==> config.mk <==
export PLATFORM = sky130hd
export DESIGN_NAME = bcd_conv_sched
export DESIGN_NICKNAME = d
export VERILOG_FILES = /design/src/rtl/bcd_pkg.sv /design/src/rtl/rr_arbiter.sv /design/src/rtl/bcd_conv_sched.sv
export SDC_FILE = /design/constraint.sdc
export NUM_CORES = 1
export LEC_CHECK = 0
export CORE_MARGIN = 2
export CORE_UTILIZATION = 41
export CTS_CLUSTER_DIAMETER = 50
export CTS_CLUSTER_SIZE = 14
export DETAILED_ROUTE_END_ITERATION = 7
export GPL_ROUTABILITY_DRIVEN = 0
export GPL_TIMING_DRIVEN = 0
export PLACE_DENSITY_LB_ADDON = 0.15
export REMOVE_ABC_BUFFERS = 1
export SETUP_SLACK_MARGIN = 0.2
export SYNTH_ARGS = -nofsm -noshare
export SYNTH_HDL_FRONTEND = slang
export SYNTH_SLANG_ARGS = --single-unit
==> constraint.sdc <==
create_clock -name clk -period 2.5 [get_ports clk]
set_input_delay 0.25 -clock clk [delete_from_list [all_inputs] [get_ports clk]]
set_output_delay 0.25 -clock clk [all_outputs]
set_load 0.01 [all_outputs]
==> src/rtl/bcd_pkg.sv <==
// Shared definitions for the BCD converter scheduler.
//   BIN_W   : width of a binary operand handed to the converter
//   BCD_W   : width of a packed 4-digit BCD result
//   BCD_ERR : result reported when a conversion is aborted by the watchdog
//   state_e : scheduler FSM states
package bcd_pkg;

  localparam int unsigned BIN_W = 13;
  localparam int unsigned BCD_W = 16;

  localparam logic [BCD_W-1:0] BCD_ERR = 16'hFFFF;

  typedef enum logic [1:0] {
    StIdle  = 2'd0,
    StIssue = 2'd1,
    StWait  = 2'd2,
    StResp  = 2'd3
  } state_e;

endpackage

==> src/rtl/rr_arbiter.sv <==
// Combinational round-robin arbiter.
// Picks the first asserted request scanning upward from ptr_i, wrapping at NREQ.
//   req_i : request vector
//   ptr_i : index with highest priority this cycle
//   gnt_o : one-hot grant (all zero when no request)
//   idx_o : encoded index of the granted request (0 when no request)
module rr_arbiter #(
  parameter int unsigned NREQ = 4,
  localparam int unsigned IdW = $clog2(NREQ)
) (
  input  logic [NREQ-1:0] req_i,
  input  logic [IdW-1:0]  ptr_i,
  output logic [NREQ-1:0] gnt_o,
  output logic [IdW-1:0]  idx_o
);

  logic           found;
  logic [IdW-1:0] cand;

  always_comb begin
    gnt_o = '0;
    idx_o = '0;
    found = 1'b0;
    cand  = '0;
    for (int unsigned k = 0; k < NREQ; k++) begin
      cand = IdW'((32'(ptr_i) + k) % NREQ);
      if (!found && req_i[cand]) begin
        found       = 1'b1;
        gnt_o[cand] = 1'b1;
        idx_o       = cand;
      end
    end
  end

endmodule

==> src/rtl/bcd_conv_sched.sv <==
// Shares one binary-to-BCD converter between NREQ requesters.
// One job at a time: accept (IDLE) -> start pulse (ISSUE) -> wait for done or
// watchdog (WAIT) -> hold response until consumed (RESP).
//   clk, reset_n            : clock, asynchronous active-low reset
//   req_valid/req_bin       : per-requester request and packed 13-bit operands
//   req_ready               : one-hot, one-cycle accept strobe
//   conv_start/conv_bin     : converter start pulse and held operand
//   conv_done/conv_bcd      : converter result pulse and 16-bit BCD value
//   rsp_valid/rsp_ready     : response handshake
//   rsp_id/rsp_bcd/rsp_err  : requester index, result, watchdog-abort flag
//   busy                    : scheduler is not idle
module bcd_conv_sched
  import bcd_pkg::*;
#(
  parameter int unsigned NREQ    = 4,
  parameter int unsigned ID_W    = 2,
  parameter int unsigned TIMEOUT = 31
) (
  input  logic                  clk,
  input  logic                  reset_n,
  input  logic [NREQ-1:0]       req_valid,
  input  logic [NREQ*BIN_W-1:0] req_bin,
  output logic [NREQ-1:0]       req_ready,
  output logic                  conv_start,
  output logic [BIN_W-1:0]      conv_bin,
  input  logic                  conv_done,
  input  logic [BCD_W-1:0]      conv_bcd,
  output logic                  rsp_valid,
  input  logic                  rsp_ready,
  output logic [ID_W-1:0]       rsp_id,
  output logic [BCD_W-1:0]      rsp_bcd,
  output logic                  rsp_err,
  output logic                  busy
);

  // Last WAIT cycle before the watchdog aborts the job.
  localparam logic [7:0] WdLast = 8'(TIMEOUT - 1);

  state_e           state_q, state_d;
  logic [ID_W-1:0]  rr_ptr_q, rr_ptr_d;
  logic [7:0]       wd_cnt_q, wd_cnt_d;
  logic [BIN_W-1:0] conv_bin_q, conv_bin_d;
  logic [ID_W-1:0]  grant_id_q, grant_id_d;
  logic [BCD_W-1:0] rsp_bcd_q, rsp_bcd_d;
  logic             rsp_err_q, rsp_err_d;

  logic [NREQ-1:0]  arb_gnt;
  logic [ID_W-1:0]  arb_idx;
  logic [BIN_W-1:0] sel_bin;

  rr_arbiter #(
    .NREQ (NREQ)
  ) u_arb (
    .req_i (req_valid),
    .ptr_i (rr_ptr_q),
    .gnt_o (arb_gnt),
    .idx_o (arb_idx)
  );

  // Operand of the granted requester.
  always_comb begin
    sel_bin = '0;
    for (int unsigned i = 0; i < NREQ; i++) begin
      if (arb_gnt[i]) sel_bin = req_bin[i*BIN_W +: BIN_W];
    end
  end

  always_comb begin
    state_d    = state_q;
    rr_ptr_d   = rr_ptr_q;
    wd_cnt_d   = wd_cnt_q;
    conv_bin_d = conv_bin_q;
    grant_id_d = grant_id_q;
    rsp_bcd_d  = rsp_bcd_q;
    rsp_err_d  = rsp_err_q;
    req_ready  = '0;
    conv_start = 1'b0;
    rsp_valid  = 1'b0;

    case (state_q)
      StIdle: begin
        if (|req_valid) begin
          req_ready  = arb_gnt;
          conv_bin_d = sel_bin;
          grant_id_d = arb_idx;
          state_d    = StIssue;
        end
      end
      StIssue: begin
        conv_start = 1'b1;
        wd_cnt_d   = '0;
        state_d    = StWait;
      end
      StWait: begin
        wd_cnt_d = wd_cnt_q + 8'd1;
        // A result on the terminal watchdog cycle still counts as valid.
        if (conv_done) begin
          rsp_bcd_d = conv_bcd;
          rsp_err_d = 1'b0;
          state_d   = StResp;
        end else if (wd_cnt_q == WdLast) begin
          rsp_bcd_d = BCD_ERR;
          rsp_err_d = 1'b1;
          state_d   = StResp;
        end
      end
      StResp: begin
        rsp_valid = 1'b1;
        if (rsp_ready) begin
          rr_ptr_d = (grant_id_q == ID_W'(NREQ - 1)) ? '0 : grant_id_q + ID_W'(1);
          state_d  = StIdle;
        end
      end
      default: state_d = StIdle;
    endcase
  end

  always_ff @(posedge clk or negedge reset_n) begin
    if (!reset_n) begin
      state_q    <= StIdle;
      rr_ptr_q   <= '0;
      wd_cnt_q   <= '0;
      conv_bin_q <= '0;
      grant_id_q <= '0;
      rsp_bcd_q  <= '0;
      rsp_err_q  <= 1'b0;
    end else begin
      state_q    <= state_d;
      rr_ptr_q   <= rr_ptr_d;
      wd_cnt_q   <= wd_cnt_d;
      conv_bin_q <= conv_bin_d;
      grant_id_q <= grant_id_d;
      rsp_bcd_q  <= rsp_bcd_d;
      rsp_err_q  <= rsp_err_d;
    end
  end

  assign conv_bin = conv_bin_q;
  assign rsp_id   = grant_id_q;
  assign rsp_bcd  = rsp_bcd_q;
  assign rsp_err  = rsp_err_q;
  assign busy     = (state_q != StIdle);

endmodule

# Word level (Yosys, flattened, before mapping)
# Index checks and enable logic that the tools add are counted.
word_totals:
  ff_bits: 44
  out_inout_bits: 39
  word_cells: 96
op_classes:
  add_sub_neg: 5
  n_lt_le_gt_ge: 8
  eq_ne: 8
  muxes: 46
  bitwise: 3
  reduce_logical: 19
ops:
  columns: ["operator", "n"]
  rows:
  - ["2-to-1 mux 13 bit", 4]
  - ["2-to-1 mux 16 bit", 2]
  - ["2-to-1 mux 4 bit", 6]
  - ["2-to-1 mux 2 bit", 9]
  - ["one-hot mux 8 bit (2 select lines)", 1]
  - ["2-to-1 mux 1 bit", 15]
  - ["less-than comparator 2 x 3 -> 1 bit (second input constant)", 4]
  - ["OR 4 bit", 3]
  - ["adder 8 x 1 -> 8 bit (second input constant)", 1]
  - ["binary-select mux 1 bit (select 2 bit)", 4]
  - ["demux 1 bit (select 2 bit)", 4]
  - ["equality test 8 x 5 -> 1 bit (second input constant)", 1]
  - ["greater-or-equal comparator 2 x 1 -> 1 bit (second input constant)", 4]
  - ["one-hot mux 2 bit (4 select lines)", 1]
  - ["logical AND 1 bit", 7]
  - ["equality test 2 bit (second input constant)", 3]
  - ["AND reduction 2 bit", 3]
  - ["nonzero test 2 bit", 3]
  - ["adder 2 x 1 -> 2 bit (second input constant)", 2]
  - ["adder 2 bit (second input constant)", 2]
  - ["inequality test 2 bit (second input constant)", 2]
  - ["OR reduction 4 bit", 1]
  - ["logical NOT 1 bit", 3]
  - ["inequality test 3 bit (second input constant)", 1]
  - ["3 further kinds", 3]

# Longest topological paths before layout
depth:
  word_depth: 16
  depth_mapped: 12
  mapped_depth_nobuf: 8

# Cells and area by module
# Synthesis repeated with hierarchy kept, for this count alone.
hier_totals:
  hier_cells: 320
  hier_area_um2: 2876.5
by_module_without_submodules:
  columns: ["module", "n_inst", "cells_each", "area_each_um2", "seq_area_each_um2"]
  rows:
  - ["bcd_conv_sched", 1, 255, 2387.3, 1101.1]
  - ["rr_arbiter", 1, 65, 489.2, 0.0]

# Worst setup path before layout
# No wires, ideal clock.
synth_path:
  path_type: "register to register"
  startpoint: "reg rr_ptr_q[0]"
  endpoint: "reg conv_bin_q[10] (netlist: conv_bin[10])"
  setup_ps: 101
  arrival_ps: 2617
  setup_slack_ps: -217
  stages_incl_launch_ff: 11
  n_path_buf: 2
  synth_period_minus_slack_ps: 2717
  path_cell_list: "dfrtp_1 > inv_1 > ha_1 > buf_2 > or3b_1 > o211ai_1 > and3_1 > a311oi_4 > buf_6 > a21boi_2 > o311ai_2"
synth_between:
  elab_chain_cells: 16
  elab_cells_between_ends: 51
  cone_classes: "add/sub: 3; order compare: 8; mux: 27; bitwise: 3; reduce/logical: 10"
synth_rtl:
  columns: ["element", "line", "text"]
  rows:
  - ["from (decl)", "bcd_conv_sched.sv:40", "logic [ID_W-1:0] rr_ptr_q, rr_ptr_d;"]
  - ["from (signal assigned)", "bcd_conv_sched.sv:129", "rr_ptr_q <= rr_ptr_d;"]
  - ["parallel branches: the longest is 11 deep, another holds less-than comparator 2 x 3 -> 1 bit", null, null]
  - ["2-to-1 mux 4 bit *", "rr_arbiter.sv:27", "if (!found && req_i[cand]) begin"]
  - ["2-to-1 mux 13 bit (3 in a row)", "bcd_conv_sched.sv:64", "if (arb_gnt[i]) sel_bin = req_bin[i*BIN_W +: BIN_W];"]
  - ["2-to-1 mux 13 bit *", "bcd_conv_sched.sv:64", null]
  - ["to (signal assigned)", "bcd_conv_sched.sv:131", "conv_bin_q <= conv_bin_d;"]
  - ["to (decl)", "bcd_conv_sched.sv:42", "logic [BIN_W-1:0] conv_bin_q, conv_bin_d;"]
# Mark *: on every way between the ends. The select of a mux whose other input is x is not followed.
# A chain may end at the register's enable or synchronous reset.

# Worst setup path after layout
layout_path:
  startpoint: "reg rr_ptr_q[0]"
  endpoint: "out req_ready[3]"
layout_between:
  elab_chain_cells: 14
  elab_cells_between_ends: 49
  cone_classes: "add/sub: 3; order compare: 8; mux: 25; bitwise: 3; reduce/logical: 10"
layout_rtl:
  columns: ["element", "line", "text"]
  rows:
  - ["parallel branches: the longest is 11 deep, another holds less-than comparator 2 x 3 -> 1 bit", null, null]
  - ["2-to-1 mux 4 bit *", "rr_arbiter.sv:27", null]
  - ["2-to-1 mux 4 bit *", "bcd_conv_sched.sv:82", "if (|req_valid) begin"]
  - ["2-to-1 mux 4 bit *", "bcd_conv_sched.sv:80", "case (state_q)"]
  - ["to (decl)", "bcd_conv_sched.sv:23", "output logic [NREQ-1:0] req_ready,"]
# Marked as above.

==> flow_summary.toml <==
[drt]
drt_pass1_iterations = 4
drc = 0
wl_per_cell_um = 17.7
postRouteAntennaNets = 0
drt-vias-per-instance = 5.42
drt-total-wl_um = 10000
vias = 3074
first_iter_violations = 161

[timing]
setup_ws_ns = -0.168
drv_slew = 0
clock.fmax_mhz = 375
slew_headroom_pct = 60.7
rsz0062_at_grt = "yes"
finalSetupTns_ns = -2.45
fin_crit_ns = 2.67
tightest_slew_ns = 0.590
finalHoldViolCount = 0
fin_skew_ns = 0.00903
period_share_pct = 107
finalSetupViolations = 17

[floorplan]
initial_core_util_pct = 42.6
ioPinCount = 115
dieWidth_um = 91.0
num_rows = 31
core_area_um2 = 7290
die_h_um = 91.0
die_area_um2 = 8280

[logic_synthesis]
yosysWarnings = 0
synth-edff-count = 0
ys_types = 46
synth_top_family_by_area = "compound AO/OA/AOI/OAI gates"
synth_seq_cells = 44
synth_compound_area_share_pct = 24.6
synthAdderAreaFrac_pct = 5.65
yosysMostFrequentCell = "dfrtp_1"
yosys-top-cells-area = "dfrtp_1, o311ai_2, ha_1"
ys.flop_type = "dfrtp_1"
synthMuxAreaShare_pct = 6.45
syn_area_um2 = 3100
synth_xor_xnor_area_share_pct = 0.282
synth_cells = 325
syn_area_per_cell_um2 = 9.55
synthTopCellsByCount = "dfrtp_1, nand2_1, o21ai_0"
postSynth.asyncResetShare_pct = 100
yosys.area.top_type_share_pct = 35.5
synth_area_leader_cell = "dfrtp_1"
synth-simple-area-share_pct = 21.5
ys_seq_area_share_pct = 35.5

[clock_network]
clock_sinks = 44
h-tree-depth = 2
cts.clk_slew.worst_paths_ns = 0.10
cts_tree = "done"
clockBufferDepth = 2
cts_buffers = 5
insertion_delay_ns = 0.30
clockRootBuffer = "clkbuf_8"

[global_routing]
grt_antenna_before_repair = 0
grt_pass1_wl_um = 16000
grt_max_degree = 39
grt_pass1_vias = 3177
grt-ovfl-total = 0
track_usage_pct = 24.0

[worst_setup_path]
required_ns = 2.25
path_class = "flip-flop to output port"
slowest_stage = "dfrtp_2"
worstPathArrival_ns = 2.42
end_kind = "output port"
cpPeakStageDelay_ns = 0.42
start_kind = "flip-flop"
crit_top_cell = "buf_4"
crit_start = "rr_ptr_q[0]"
cp_max_fo = 6
rr_startpoint = "rr_ptr_q[0]"
crit_chain = "clkinvlp_4 > ha_4 > buf_4 > or3b_1 > nand3_2 > buf_4 > nand4_1 > a31oi_4 > buf_2"

[finish]
area_delta_synth_final_pct = 60.3
diodes = 0
final_util_pct = 68.2
drive_above_1_share_pct = 26.3
num-fill-cells = 587
nets = 557
layout.cells.non_filler = 567

[placed_design]
portBuffers = 114
dp_cells = 515
hpwl_um = 5860

[pwr]
leakagePower_nw = 2.00
irDropWorstVdd_uv = 744
p_per_area_nw_per_um2 = 1300

[run]
cap_violations = 0

[min_path]
hp-class = "input pin to asynchronous set/reset pin"

[outcome]
violations = "negative setup slack"
outcome = "complete, but fails checks"
-- layout by cell type, fill, tap and decap left out, types with 8 or more instances in the layout --
master           count
dfrtp_1             42
a21boi_2            10
nor2_1               8
o21ai_0             26
nor2b_1             20
nand3_1             16
clkdlybuf4s50_1    109
o311ai_2             9
nor2_2               9
ha_1                13
buf_6               15
a22oi_1             13
buf_4               24
nand2_1             37
-- critical path: cells and delay by family, from the launching register on --
kind,cells,cell delay (ns)
simple gates,3,0.65
buf+inv,4,0.57
flops,1,0.42
fa+ha+maj,1,0.25
compound gates,1,0.24
-- timing repair --
item                                    in CTS  in global routing
setup buffers                               36                  3
endpoints found under the hold margin        6                  0
gates resized for setup                     62                 10
endpoints found under the setup margin      19                 19
gates cloned                                 4                  0
pin swaps                                   21                  6
hold buffers                                 1                  0
-- registers in the layout, summed over array words and instances (netlist names) --
name	cells
wd_cnt_q	8
rsp_id	2
state_q	2
rsp_err	1
rr_ptr_q	2
conv_bin	13
rsp_bcd	16
-- metrics by stage --
step	setup slack, ns	instance area [um^2]	hold WS [ns]	power (W)
2_1_floorplan	-0.777	2950	-0.0456	0.00336
3_3_place_gp	-1.86	4210	0.460	0.00453
3_5_place_dp	-1.97	4250	0.108	0.00461
4_1_cts	-0.125	4910	0.303	0.00622
5_1_grt	-0.247	4970	0.330	0.00686
6_report	-0.168	4970	0.325	0.00645
-- cell type report --
cell class / count / area (um^2) / area share [%]
repair buffers: 157 / 1550 / 31.1
clock buffers: 5 / 68.8 / 1.38
multi-input cells: 250 / 2050 / 41.1
flip-flops and latches: 44 / 1100 / 22.2
clock inverters: 3 / 46.3 / 0.931
well taps: 99 / 124 / 2.49
inverters: 9 / 37.5 / 0.755
-- kinds of logic (layout without fill, tap and decap cells) --
family	Yosys count	count (layout)
and+or+nand+nor	125	126
AOI/OAI and AO/OA	92	93
DFF	44	44
buffers and inverters	34	174
muxes	15	16
adders and majority gates	14	14
xor gates and xnor gates	1	1
-- worst paths after layout --
check                                to  slack (ns)  cells after the start
setup / recovery           req_ready[3]       -0.17                      9
max in group asynchronous   rr_ptr_q[1]        1.68                      3
setup reg to reg            conv_bin[2]       -0.15                     14
min in group clk             rsp_bcd[0]        0.49                      2
hold / removal               rsp_bcd[0]        0.33                      2
hold reg to reg              rsp_bcd[0]        0.49                      2
-- routing by layer --
metal,track usage (%),wire length [um]
met3,5.56,821
met1,32.1,4400
met2,39.3,4650
met4,6.19,158
met5,0,0
-- power breakdown --
| group | internal [W] | leakage, nW | switching (W) |
|---|---|---|---|
| sequential | 0.00103 | 0.550 | 0.000188 |
| combinational | 0.00235 | 1.39 | 0.00231 |
| clock | 0.000302 | 0.0548 | 0.000279 |
| total | 0.00367 | 2.00 | 0.00278 |
No activity file was read; power rests on OpenSTA's default activity.
